**src/rtl/input_debouncer.sv**
```systemverilog
// Purpose : synchronise one bouncy asynchronous input and accept a level change only
//           after DEBOUNCE_CYCLES consecutive synchronised samples agree; emit edge pulses.
// Latency : clean step first sampled at edge 1 moves clean_out at edge SYNC_STAGES+DEBOUNCE_CYCLES.
// Backpressure: none; free-running, consumes one raw sample per clock.
//
// Ports:
//   clk           single clock, all logic on posedge
//   reset_n       asynchronous active-low reset
//   raw_in        asynchronous raw input (pin/switch)
//   glitch_clr    synchronous clear of glitch_count (wins over a simultaneous glitch)
//   clean_out     debounced level (registered)
//   rise_pulse    one-cycle pulse on accepted 0->1 change
//   fall_pulse    one-cycle pulse on accepted 1->0 change
//   glitch_count  saturating count of rejected level changes
module input_debouncer #(
    parameter int SYNC_STAGES     = 2,
    parameter int DEBOUNCE_CYCLES = 4,
    parameter int GLITCH_W        = 8
) (
    input  logic                clk,
    input  logic                reset_n,
    input  logic                raw_in,
    input  logic                glitch_clr,
    output logic                clean_out,
    output logic                rise_pulse,
    output logic                fall_pulse,
    output logic [GLITCH_W-1:0] glitch_count
);

    localparam int CNT_W = $clog2(DEBOUNCE_CYCLES + 1);
    localparam logic [CNT_W-1:0]    CNT_ONE  = CNT_W'(1);
    localparam logic [CNT_W-1:0]    CNT_LAST = CNT_W'(DEBOUNCE_CYCLES - 1);
    localparam logic [GLITCH_W-1:0] GC_ONE   = GLITCH_W'(1);
    localparam logic [GLITCH_W-1:0] GC_MAX   = {GLITCH_W{1'b1}};

    typedef enum logic [1:0] {
        LOW      = 2'd0,
        RISE_CHK = 2'd1,
        HIGH     = 2'd2,
        FALL_CHK = 2'd3
    } state_t;

    logic [SYNC_STAGES-1:0] sync_q;
    logic                   sync_in;

    state_t                 state_q, state_d;
    logic [CNT_W-1:0]       cnt_q, cnt_d;
    logic                   clean_q, clean_d;
    logic                   rise_q, rise_d;
    logic                   fall_q, fall_d;
    logic [GLITCH_W-1:0]    glitch_q, glitch_d;
    logic                   glitch_evt;

    // Synchroniser chain: raw_in enters at bit 0, sync_in is the oldest stage.
    always_ff @(posedge clk or negedge reset_n) begin
        if (!reset_n) begin
            sync_q <= '0;
        end else begin
            sync_q <= {sync_q[SYNC_STAGES-2:0], raw_in};
        end
    end

    assign sync_in = sync_q[SYNC_STAGES-1];

    always_ff @(posedge clk or negedge reset_n) begin
        if (!reset_n) begin
            state_q  <= LOW;
            cnt_q    <= '0;
            clean_q  <= 1'b0;
            rise_q   <= 1'b0;
            fall_q   <= 1'b0;
            glitch_q <= '0;
        end else begin
            state_q  <= state_d;
            cnt_q    <= cnt_d;
            clean_q  <= clean_d;
            rise_q   <= rise_d;
            fall_q   <= fall_d;
            glitch_q <= glitch_d;
        end
    end

    // Entering a CHK state already counts the first sample at the new level,
    // so acceptance happens when the DEBOUNCE_CYCLES-th agreeing sample arrives.
    always_comb begin
        state_d    = state_q;
        cnt_d      = cnt_q;
        clean_d    = clean_q;
        rise_d     = 1'b0;
        fall_d     = 1'b0;
        glitch_evt = 1'b0;
        case (state_q)
            LOW: begin
                clean_d = 1'b0;
                if (sync_in) begin
                    state_d = RISE_CHK;
                    cnt_d   = CNT_ONE;
                end
            end
            RISE_CHK: begin
                if (!sync_in) begin
                    state_d    = LOW;
                    cnt_d      = '0;
                    glitch_evt = 1'b1;
                end else if (cnt_q == CNT_LAST) begin
                    state_d = HIGH;
                    cnt_d   = '0;
                    clean_d = 1'b1;
                    rise_d  = 1'b1;
                end else begin
                    cnt_d = cnt_q + CNT_ONE;
                end
            end
            HIGH: begin
                clean_d = 1'b1;
                if (!sync_in) begin
                    state_d = FALL_CHK;
                    cnt_d   = CNT_ONE;
                end
            end
            FALL_CHK: begin
                if (sync_in) begin
                    state_d    = HIGH;
                    cnt_d      = '0;
                    glitch_evt = 1'b1;
                end else if (cnt_q == CNT_LAST) begin
                    state_d = LOW;
                    cnt_d   = '0;
                    clean_d = 1'b0;
                    fall_d  = 1'b1;
                end else begin
                    cnt_d = cnt_q + CNT_ONE;
                end
            end
            default: begin
                state_d = LOW;
                cnt_d   = '0;
                clean_d = 1'b0;
            end
        endcase
    end

    // Clear has priority; otherwise count rejected changes and stick at all-ones.
    always_comb begin
        glitch_d = glitch_q;
        if (glitch_clr) begin
            glitch_d = '0;
        end else if (glitch_evt && (glitch_q != GC_MAX)) begin
            glitch_d = glitch_q + GC_ONE;
        end
    end

    assign clean_out    = clean_q;
    assign rise_pulse   = rise_q;
    assign fall_pulse   = fall_q;
    assign glitch_count = glitch_q;

endmodule
```
**config.mk**
```make
export PLATFORM = sky130hd
export DESIGN_NAME = input_debouncer
export DESIGN_NICKNAME = d
export VERILOG_FILES = /design/src/rtl/input_debouncer.sv
export SDC_FILE = /design/constraint.sdc
export NUM_CORES = 1
export LEC_CHECK = 0
export CAP_MARGIN = 0
export CORE_MARGIN = 2
export CORE_UTILIZATION = 25
export DETAILED_ROUTE_END_ITERATION = 6
export PLACE_DENSITY = 0.54
export SYNTH_ARGS = -nofsm -noshare
export SYNTH_HDL_FRONTEND = slang
export SYNTH_SLANG_ARGS = --single-unit
```
**constraint.sdc**
```tcl
create_clock -name clk -period 2.05 [get_ports clk]
set_clock_uncertainty 0.05 [all_clocks]
set_input_delay 0.3075 -clock clk [delete_from_list [all_inputs] [get_ports clk]]
set_output_delay 0.3075 -clock clk [all_outputs]
set_load 0.1 [all_outputs]
```
# Word level (Yosys, flattened, before mapping)
# Cells that the tools add are included.
classes:
  eq_ne: 13
  n_mux: 28
  reduce_logical: 6
  add_sub_neg: 2
ops:
  columns: ["operator", "count"]
  rows:
  - ["2-to-1 mux 8 bit", 2]
  - ["2-to-1 mux 3 bit", 5]
  - ["2-to-1 mux 2 bit", 6]
  - ["!= test 2 bit (second input constant)", 6]
  - ["case mux 3 bit (4 select lines)", 1]
  - ["2-to-1 mux 1 bit", 11]
  - ["adder 8 x 1 -> 8 bit (second input constant)", 1]
  - ["!= test 8 bit (second input constant)", 1]
  - ["case mux 2 bit (4 select lines)", 1]
  - ["AND reduction 4 bit", 2]
  - ["!= test 3 bit (second input constant)", 2]
  - ["== test 2 bit (second input constant)", 2]
  - ["case mux 1 bit (4 select lines)", 1]
  - ["adder 3 x 1 -> 3 bit (second input constant)", 1]
  - ["== test 3 x 2 -> 1 bit (second input constant)", 1]
  - ["== test 2 x 1 -> 1 bit (second input constant)", 1]
  - ["logical NOT 2 bit", 1]
  - ["case mux 1 bit (2 select lines)", 1]
  - ["AND reduction 2 bit", 1]
  - ["nonzero test 2 bit", 1]
  - ["logical AND 1 bit", 1]
totals:
  register_bits: 18
  inputBits: 4
  out_inout_bits: 11
  elab_cells: 56

# Depth between registers and ports, before layout
# Gate-level depths: netlist (run 1).
depth:
  depth_word: 5
  mapped_depth: 6
  depth_no_buf: 6

# Worst setup path after synthesis (run 1)
# OpenSTA, ideal clock, no wires.
synth_timing:
  kind: "register to register"
  start: "register glitch_q[0], in the netlist glitch_count[0]"
  end: "register glitch_q[6], in the netlist glitch_count[6]"
  arrival_time_ns: 2.050
  required_time_ns: 1.906
  setup_ns: 0.094
  path_stages_with_launch: 6
  n_path_buf: 0
  period_less_slack_ns: 2.194
  slack_ns: -0.144
  cell_sequence: "dfrtp_1 -> ha_1 -> nand4_2 -> nor3b_1 -> nor2_1 -> a211oi_1"
synth_between:
  elab_chain_cells: 3
  word_cells_on_any_way: 6
  classes_between: "add/sub: 1; eq/ne: 1; mux: 2; reduce/logical: 2"
synth_rtl:
  columns: ["item", "line_no", "text"]
  rows:
  - ["from (decl)", "51", "logic [GLITCH_W-1:0] glitch_q, glitch_d;"]
  - ["from (signal assigned)", "79", "glitch_q <= glitch_d;"]
  - ["adder 8 x 1 -> 8 bit / != test 8 bit (equally long branches)", "149, 148", null]
  - ["2-to-1 mux 8 bit / logical AND 1 bit (equally long branches)", "148", "end else if (glitch_evt && (glitch_q != GC_MAX)) begin"]
  - ["2-to-1 mux 8 bit / nonzero test 2 bit (equally long branches)", null, null]
# Several ways; a longest one is shown, not always the timed one. The select of a mux whose other input is x is not followed.
# A chain may end at the register's enable or synchronous reset.

==> results.md, run 1 <==
* CORE AREA at between 3000 and 4000 um2
* Hpwl dp at around 1300 um
* CTS clock-pin slew for the worst setup and hold paths at roughly 0.07 ns
* Total Neg Setup Slack at 0 ns
* Mux cell area share after synthesis at 0.1072
* First-pass GRT wire length at roughly 3100 um
* Clock power frac at 0.192
* Post-Syn Area at about 930 um2
* Routed WL at 1683 um
* Outcome: complete, no violations
* Ant. Diodes at 0
* Crit path arrival time at between 1.5 and 2 ns
* Worst-margin pin slew at between 0.3 and 0.4 ns
* Die width at ~65 um
* Synth Area in Compound Gates at 0.1139
* Async SR Flop Fraction at 1.000
* Leakage power at between 0.5 and 0.6 nW
* Critical path class: reg -> reg
* Mapped Cells at approximately 80
* Die area at roughly 4200 um2
* Tot GR Track Use at 0.09792
* Predominant post-synthesis flop cell: dfrtp_1
* Max Fclk at 542.0 MHz
* WP buf/inv at 1
* IO Port Bufs at 14
* Share of cells above drive strength 1 at 0.2424
* Placed Cells at approximately 140
* P_sw at roughly 0.65 mW
* Cells along the critical path: inv_1, ha_1, mux2i_2, o21ai_1, or2_1, mux2_1
* Simple logic cell fraction of the synthesized area at 0.1595
* Hold Fails Final Rpt at 0
* Net Sw Frac at 0.4318
* Slowest cell on crit path: dfrtp_1
* Peak supply drop at about 0.26 mV
* Initial DRT Pass Iterations at 4
* Synthesis-to-finish area growth at 24.26%
* Max Cap Violations at 0
* Vias at 662
* Syn Nets at ~90
* Post-layout power at approximately 1.5 mW
* Layout Cells excl Fill at 147
* Synthesized flop and latch total at 18
* Via density at between 4 and 5
* Initial DRC Count at 25
* Synth Warn # at 0
* Adder-cell share of the synthesized area at 0.08043
* Residual DRC count at 0
* Synth unique cells at 35
* GP Congestion at 0.7438
* Critical Path Fanout Max at 6
* Clock Tree Buf Depth at 2
* Nets at 110
* DR WL/cell at between 10 and 15 um
* Post-Syn Area per Cell at around 11 um2
* Slew Viols, Final at 0
* Chip height at 65.11 um
* P per Cell Area at 1296 nW/um2
* Post-synthesis xor/xnor area fraction at 0.02815
* # rows at 22
* CP Capture Type: register
* Largest family of logic cells by synthesized area: simple AND/OR/NAND/NOR gates
* CTS tree: built
* CTS Sinks at 18
* Period utilisation layout at 0.9000
* Hold WC Path Type: reg -> reg
* Worst skew pair latency at between 0.2 and 0.3 ns
* Setup Viol. Count Final at 0
* Crit path largest cell delay at 0.39 ns
* EDFF count, synth at 0
* Vias in the first global route at between 600 and 700
* GRT overflow at 0
* Final cell utilization of the core at 0.3192
* Worst slew margin at 0.7769
* Post-CTS Hold Buffers at 0
* RSZ-0062 raised after global routing: false
* Initial Util at 0.2569
* Seq/Total Area, Yosys at 0.4826
* Tmin final at ~1.8 ns
* Antenna-violating nets left at 0
* Commonest non-fill, non-tap cell in the layout: dfrtp_1
* Root Driver: clkbuf_8
* Io pins at 15
* CTS Buf Count at 3
* Initial antenna violation count at 0
* Worst Path Required at about 2.1 ns
* Worst Setup Start Kind: register
* Logic pwr share at 0.482
* Most frequent cells in the layout: dfrtp_1 (16), buf_4 (12), nor2_1 (8), ha_1 (6), clkbuf_8 (4)
* Delay-heaviest family, CP: multiplexers
* Internal power at 0.8544 mW
* Reg power frac at 0.326
* CTS H-tree lvls at 1
* Pin count of the biggest net entering global routing at 19
[logic make-up (layout without fill, tap and decap cells)]
logic type,Yosys count,in the layout
simple gates,27,27
flops,18,18
compound gates,15,15
mux,8,8
fa+ha+maj,6,6
buf+inv,5,22
xor+xnor,3,3
[synth_stat cells, drive strengths merged, types with 2 or more instances]
master	n	area (um2)
nand2	3	11.26
ha	6	75.07
o21ai	5	36.28
mux2	3	37.53
mux2i	5	62.56
xor2	3	26.28
nand3	3	15.01
nor2	8	30.03
o211ai	2	15.01
and3	2	12.51
buf	2	15.01
nor2b	2	12.51
a21oi	2	10.01
dfrtp	18	450.4
o21a	2	15.01
inv	3	11.26
[worst register-to-register path: stages, from the launching register on]
cell and delay, ns:
dfrtp_1 0.39, inv_1 0.08, ha_1 0.25, mux2i_2 0.28, o21ai_1 0.14, or2_1 0.23
mux2_1 0.31
[metrics by stage]
stage | worst slack (ns) | hold slack, ns | instance area, um2
after global routing | 0.05157 | 0.3250 | 1160
after global placement | 0.2530 | 0.2903 | 1101
after floorplan | 0.02437 | -0.03809 | 935.9
final | 0.2051 | 0.3006 | 1160
after CTS | 0.1580 | 0.3040 | 1156
after detailed placement | 0.1694 | 0.2871 | 1101
[flip-flops by register name, indices dropped and copies added (netlist names), named ones only]
name,cells
clean_out,1
fall_pulse,1
glitch_count,8
rise_pulse,1
state_q,1
sync_q,2
cnt_q,3
[layer usage]
| layer | vias up | GRT usage | wire, um |
|---|---|---|---|
| li1 | 324 | - | - |
| met3 | 2 | 0.005137 | 52 |
| met2 | 15 | 0.1521 | 775 |
| met5 | - | 0 | 0 |
| met1 | 321 | 0.1270 | 815 |
| met4 | 0 | 0.07813 | 40 |
[timing repair]
action                     4_1_cts  5_1_grt
setup buffers                    0        0
setup endpoints to repair        0        1
gates resized for setup          0        1
hold endpoints to repair         0        0
[layout make-up]
type / count / area, um2
Multi-Input combinational cell: 59 / 460.4
Timing Repair Buffer: 15 / 120.1
Clock buffer: 4 / 55.05
Tap cell: 48 / 60.06
Inverter: 3 / 11.26
Sequential cell: 18 / 452.9
Fill cell: 383 / 2474
[power groups by stage]
stage / registers [mW] / clock network [mW] / logic (mW)
5_1_grt: 0.504 / 0.317 / 0.803
3_5_place_dp: 0.499 / 0 / 0.720
4_1_cts: 0.491 / 0.302 / 0.723
6_report: 0.490 / 0.289 / 0.724
3_3_place_gp: 0.492 / 0 / 0.712
2_1_floorplan: 0.687 / 0 / 0.378
[worst paths after layout]
check                           from              end  slack, ns  cells after the start
max reg2reg                 register         register       0.21                      6
min                        sync_q[0]        sync_q[1]       0.30                      0
min reg2reg                sync_q[0]        sync_q[1]       0.30                      0
max in group asynchronous    reset_n  glitch_count[0]       1.41                      2
max                         register         register       0.21                      6
min in group asynchronous    reset_n         cnt_q[1]       0.33                      2
No activity file was read; power rests on OpenSTA's default activity.
==> inputs of run 2 (changes only) <==
==> constraint.sdc (replaced) <==
create_clock -name clk -period 2.05 [get_ports clk]
set_clock_uncertainty 0.05 [all_clocks]
set_input_delay 0.205 -clock clk [delete_from_list [all_inputs] [get_ports clk]]
set_output_delay 0.205 -clock clk [all_outputs]
set_load 0.1 [all_outputs]
==> results.md, run 2 (synthesis gave the netlist of run 1 again) <==
* Outcome: complete, no violations
* Fillers at approximately 400
* CP Capture Type: register
* Final Worst Setup Slack at ~0.20 ns
* WP buf/inv at 1
* Max Cap Violations at 0
* Critical path class: reg -> reg
* Die width at about 65 um
* Crit path arrival time at 1.93 ns
* CTS Sinks at 18
* Worst slew margin at 0.7645
* Hold Fails Final Rpt at 0
* IO Port Bufs at 14
* Leakage power at roughly 0.53 nW
* Setup Viol. Count Final at 0
* Chip height at 65.11 um
* Crit path largest cell delay at about 0.39 ns
* Via density at 4.476
* Period utilisation layout at 0.9041
* Most frequent cells in the layout: dfrtp_1 (16), buf_4 (12), nor2_1 (8), ha_1 (6), mux2i_1 (4)
* CTS Buf Count at 3
* Vias in the first global route at roughly 700
* Worst skew pair latency at between 0.2 and 0.3 ns
* CORE AREA at ~3600 um2
* # resized after CTS at 0
* GP Congestion at 0.7309
* DR WL/cell at 11.46 um
* Post-CTS Setup Inserts at 0
* Initial DRT Pass Iterations at 3
* Slew Viols, Final at 0
* Tmin final at ~1.9 ns
* Max Fclk at between 500 and 600 MHz
* Root Driver: clkbuf_8
* Worst Setup Start Kind: register
* Peak supply drop at 0.2729 mV
* Routed WL at ~1700 um
* Placed Cells at around 140
* Pre-CTS WS at around 0.20 ns
* Slowest cell on crit path: dfrtp_1
* Delay-heaviest family, CP: multiplexers
* Ant. Diodes at 0
* Hpwl dp at ~1300 um
* Share of cells above drive strength 1 at 0.2222
* Clock Tree Buf Depth at 2
* Worst Path Required at around 2.1 ns
* Commonest non-fill, non-tap cell in the layout: dfrtp_1
* Initial antenna violation count at 0
* Hold WC Path Type: in -> async
* # rows at 22
* Pin count of the biggest net entering global routing at 19
* First-pass GRT wire length at between 3000 and 4000 um
* Critical Path Fanout Max at 6
* Vias at roughly 660
* Layout Cells excl Fill at between 100 and 150
* Die area at between 4000 and 5000 um2
* Io pins at 15
* Post-CTS Hold Buffers at 0
* CTS H-tree lvls at 1
* Total Neg Setup Slack at 0 ns
* CTS clock-pin slew for the worst setup and hold paths at 0.07 ns
* Number of flip-flops in the largest register at 8
* Cells along the critical path: inv_1, ha_1, mux2i_1, o21ai_1, or2_1, mux2_1
* Residual DRC count at 0
* RSZ-0062 raised after global routing: false
* Initial Util at 0.2569
* Worst-margin pin slew at about 0.34 ns
* CTS tree: built
* GRT overflow at 0
* Initial DRC Count at 9
* Antenna-violating nets left at 0
* Nets at between 100 and 150
* P per Cell Area at 1274 nW/um2
* Tot GR Track Use at 0.09755
* Synthesis-to-finish area growth at 22.79%
==> run 2: cell counts in the layout (fill, tap and decap cells not counted) <==
Identical to the previous run, type by type.
==> run 2: path summary, 6_finish.rpt <==
kind / startpoint / slack [ns] / depth (start not counted) / end
max: register / 0.20 / 6 / register
min: reset_n / 0.23 / 2 / sync_q[1]
max reg2reg: register / 0.20 / 6 / register
min reg2reg: sync_q[0] / 0.30 / 0 / sync_q[1]
max in group asynchronous: reset_n / 1.51 / 2 / glitch_count[1]
min in group clk: sync_q[0] / 0.30 / 0 / sync_q[1]
==> run 2: worst register-to-register path, stage by stage (launching register included) <==
cell and delay, ns:
dfrtp_1 0.39, inv_1 0.08, ha_1 0.24, mux2i_1 0.30
o21ai_1 0.14, or2_1 0.23, mux2_1 0.31
==> run 2: routing by layer <==
layer / GRT usage / vias up / part of all wire
met2: 0.1508 / 9 / 0.45
met5: 0 / - / 0
met4: 0.04948 / 0 / 0.016
li1: - / 330 / -
met3: 0.01541 / 2 / 0.024
met1: 0.1325 / 317 / 0.51
==> run 2: stage by stage <==
step                  util  cell area, um2  power, mW  hold WS, ns
detailed placement  0.3030            1101      1.220       0.2971
finish              0.3154            1146      1.460       0.2280
CTS                 0.3154            1146      1.476       0.2420
global route        0.3154            1146      1.574       0.2589
floorplan                -           935.9      1.065      -0.1406
global placement    0.3030            1101      1.204       0.2894
==> run 2: layout make-up <==
| cell class | count | area, um2 | share of cell area |
|---|---|---|---|
| Clock buffer | 4 | 45.04 | 0.03930 |
| Tap cell | 48 | 60.06 | 0.05240 |
| Sequential cell | 18 | 452.9 | 0.3952 |
| Multi-Input combinational cell | 59 | 456.7 | 0.3985 |
| Timing Repair Buffer | 15 | 120.1 | 0.1048 |
| Inverter | 3 | 11.26 | 0.009825 |
==> run 2: report_power, final <==
| group | switching (mW) | internal (mW) |
|---|---|---|
| combinational | 0.463 | 0.251 |
| clock | 0.119 | 0.138 |
| sequential | 0.0602 | 0.428 |
| total | 0.643 | 0.817 |
==> inputs of run 3 (changes only) <==
CORE_UTILIZATION = 45   (was 25)
PLACE_DENSITY = 0.8   (was 0.54)
clock period = 2.2 ns   (was 2.05 ns; I/O delays follow)
==> results.md, run 3 (synthesis gave the netlist of run 1 again) <==
* FF-to-FF setup slack at 0.35 ns
* Reg2Reg Depth at 6
* Antenna-violating nets left at 0
* Fillers at ~180
* Initial DRC Count at 11
* Worst Path Required at between 2 and 2.5 ns
* Critical path class: reg -> reg
* Nets at 110
* WP buf/inv at 1
* Commonest non-fill, non-tap cell in the layout: dfrtp_1
* Total Neg Setup Slack at 0 ns
* Post-layout power at 1.265 mW
* Io pins at 15
* Delay-heaviest family, CP: multiplexers
* Outcome: complete, no violations
* Number of flip-flops in the largest register at 8
* Crit path arrival time at around 2 ns
* CTS H-tree lvls at 1
* Worst Setup Start Kind: register
* Vias at 651
* Synthesis-to-finish area growth at 17.29%
* Post-CTS Setup Inserts at 0
* Crit path largest cell delay at about 0.4 ns
* Peak supply drop at roughly 0.59 mV
* Root Driver: clkbuf_4
* Residual DRC count at 0
* P per Cell Area at about 1200 nW/um2
* Multi-input gate area at 456.7 um2
* Die area at around 2500 um2
* Max Fclk at between 500 and 600 MHz
* Max Cap Violations at 0
* Worst slew margin at 0.7759
* CTS Sinks at 18
* Setup Viol. Count Final at 0
* Initial antenna violation count at 0
* Slew Viols, Final at 0
* CP Capture Type: register
* Hold WC Path Type: in -> async
* RSZ-0062 raised after global routing: false
* Worst skew pair latency at approximately 0.28 ns
* Critical Path Fanout Max at 6
* Initial Util at 0.4758
* Most frequent cells in the layout: dfrtp_1 (18), buf_4 (12), nor2_1 (8), ha_1 (6), mux2i_1 (4)
* IO Port Bufs at 14
* CTS clock-pin slew for the worst setup and hold paths at 0.09 ns
* Worst-margin pin slew at 0.3267 ns
* Hpwl dp at between 1000 and 1500 um
* Clock Tree Buf Depth at 2
* Pin count of the biggest net entering global routing at 19
* Period utilisation layout at 0.8426
* Leakage power at 0.5198 nW
* Post-CTS Hold Buffers at 0
* Via density at between 5 and 6
* First-pass GRT wire length at about 2600 um
* Die width at about 50 um
* Tmin final at between 1.5 and 2 ns
* Share of cells above drive strength 1 at 0.2041
* CORE AREA at roughly 2000 um2
* CTS tree: built
* DR WL/cell at around 12 um
* CTS Buf Count at 3
* Hold Fails Final Rpt at 0
* # resized after CTS at 0
* Initial DRT Pass Iterations at 4
* Routed WL at ~1500 um
* Cells along the critical path: inv_1, ha_1, mux2i_1, o21ai_1, or2_1, mux2_1
* # rows at 16
* GRT overflow at 0
* Tot GR Track Use at 0.1381
* Chip height at just under 50 um
* Slowest cell on crit path: dfrtp_1
* Storage cell area at roughly 450 um2
* Vias in the first global route at 586
* Ant. Diodes at 0
* GP Congestion at 0.8218
[run 3: cell type report]
class	count	share of cell area
Inverter	3	0.01029
Sequential cell	18	0.4114
Tap cell	27	0.03086
Multi-Input combinational cell	59	0.4171
Timing Repair Buffer	15	0.1097
Clock buffer	3	0.02057
[run 3: worst reg2reg max path, delay by kind of cell (launching register included)]
family	cells	cell delay, ns
muxes	2	0.60
buffers and inverters	1	0.08
AOI/OAI and AO/OA	1	0.14
and+or+nand+nor	1	0.23
DFF	1	0.40
adders and majority gates	1	0.25
[run 3: how the worst max path moves through the flow]
stage / depth (start not counted) / end / slack, ns
finish: 6 / register / 0.35
global route: 6 / register / 0.20
CTS: 6 / register / 0.37
detailed placement: 6 / register / 0.39
global placement: 6 / register / 0.42
floorplan: 5 / glitch_count[6] / 0.006
[run 3: metrics by stage]
| step | worst slack [ns] | instances | area, um2 | utilization | hold slack (ns) |
|---|---|---|---|---|---|
| final | 0.3463 | 125 | 1095 | 0.5580 | 0.2018 |
| after detailed placement | 0.3888 | 122 | 1072 | 0.5466 | 0.2903 |
| after global placement | 0.4198 | 122 | 1072 | 0.5466 | 0.2874 |
| after CTS | 0.3651 | 125 | 1095 | 0.5580 | 0.2018 |
| after floorplan | 0.005833 | 82 | 933.4 | - | -0.1256 |
| after global routing | 0.1971 | 125 | 1095 | 0.5580 | 0.2129 |
[run 3: per-layer routing]
metal  GRT usage  wire length, um  up-vias
met4     0.09722               40        0
met2      0.2089              711       17
met5           0                0        -
met3     0.02727               48        4
met1      0.1758              736      305
li1            -                -      325
[run 3: report_power, final]
group	leakage (nW)	switching, mW	internal (mW)	total (mW)
Sequential	0.235	0.0568	0.396	0.453
Combinational	0.271	0.426	0.232	0.658
Clock	0.0138	0.0906	0.0635	0.154
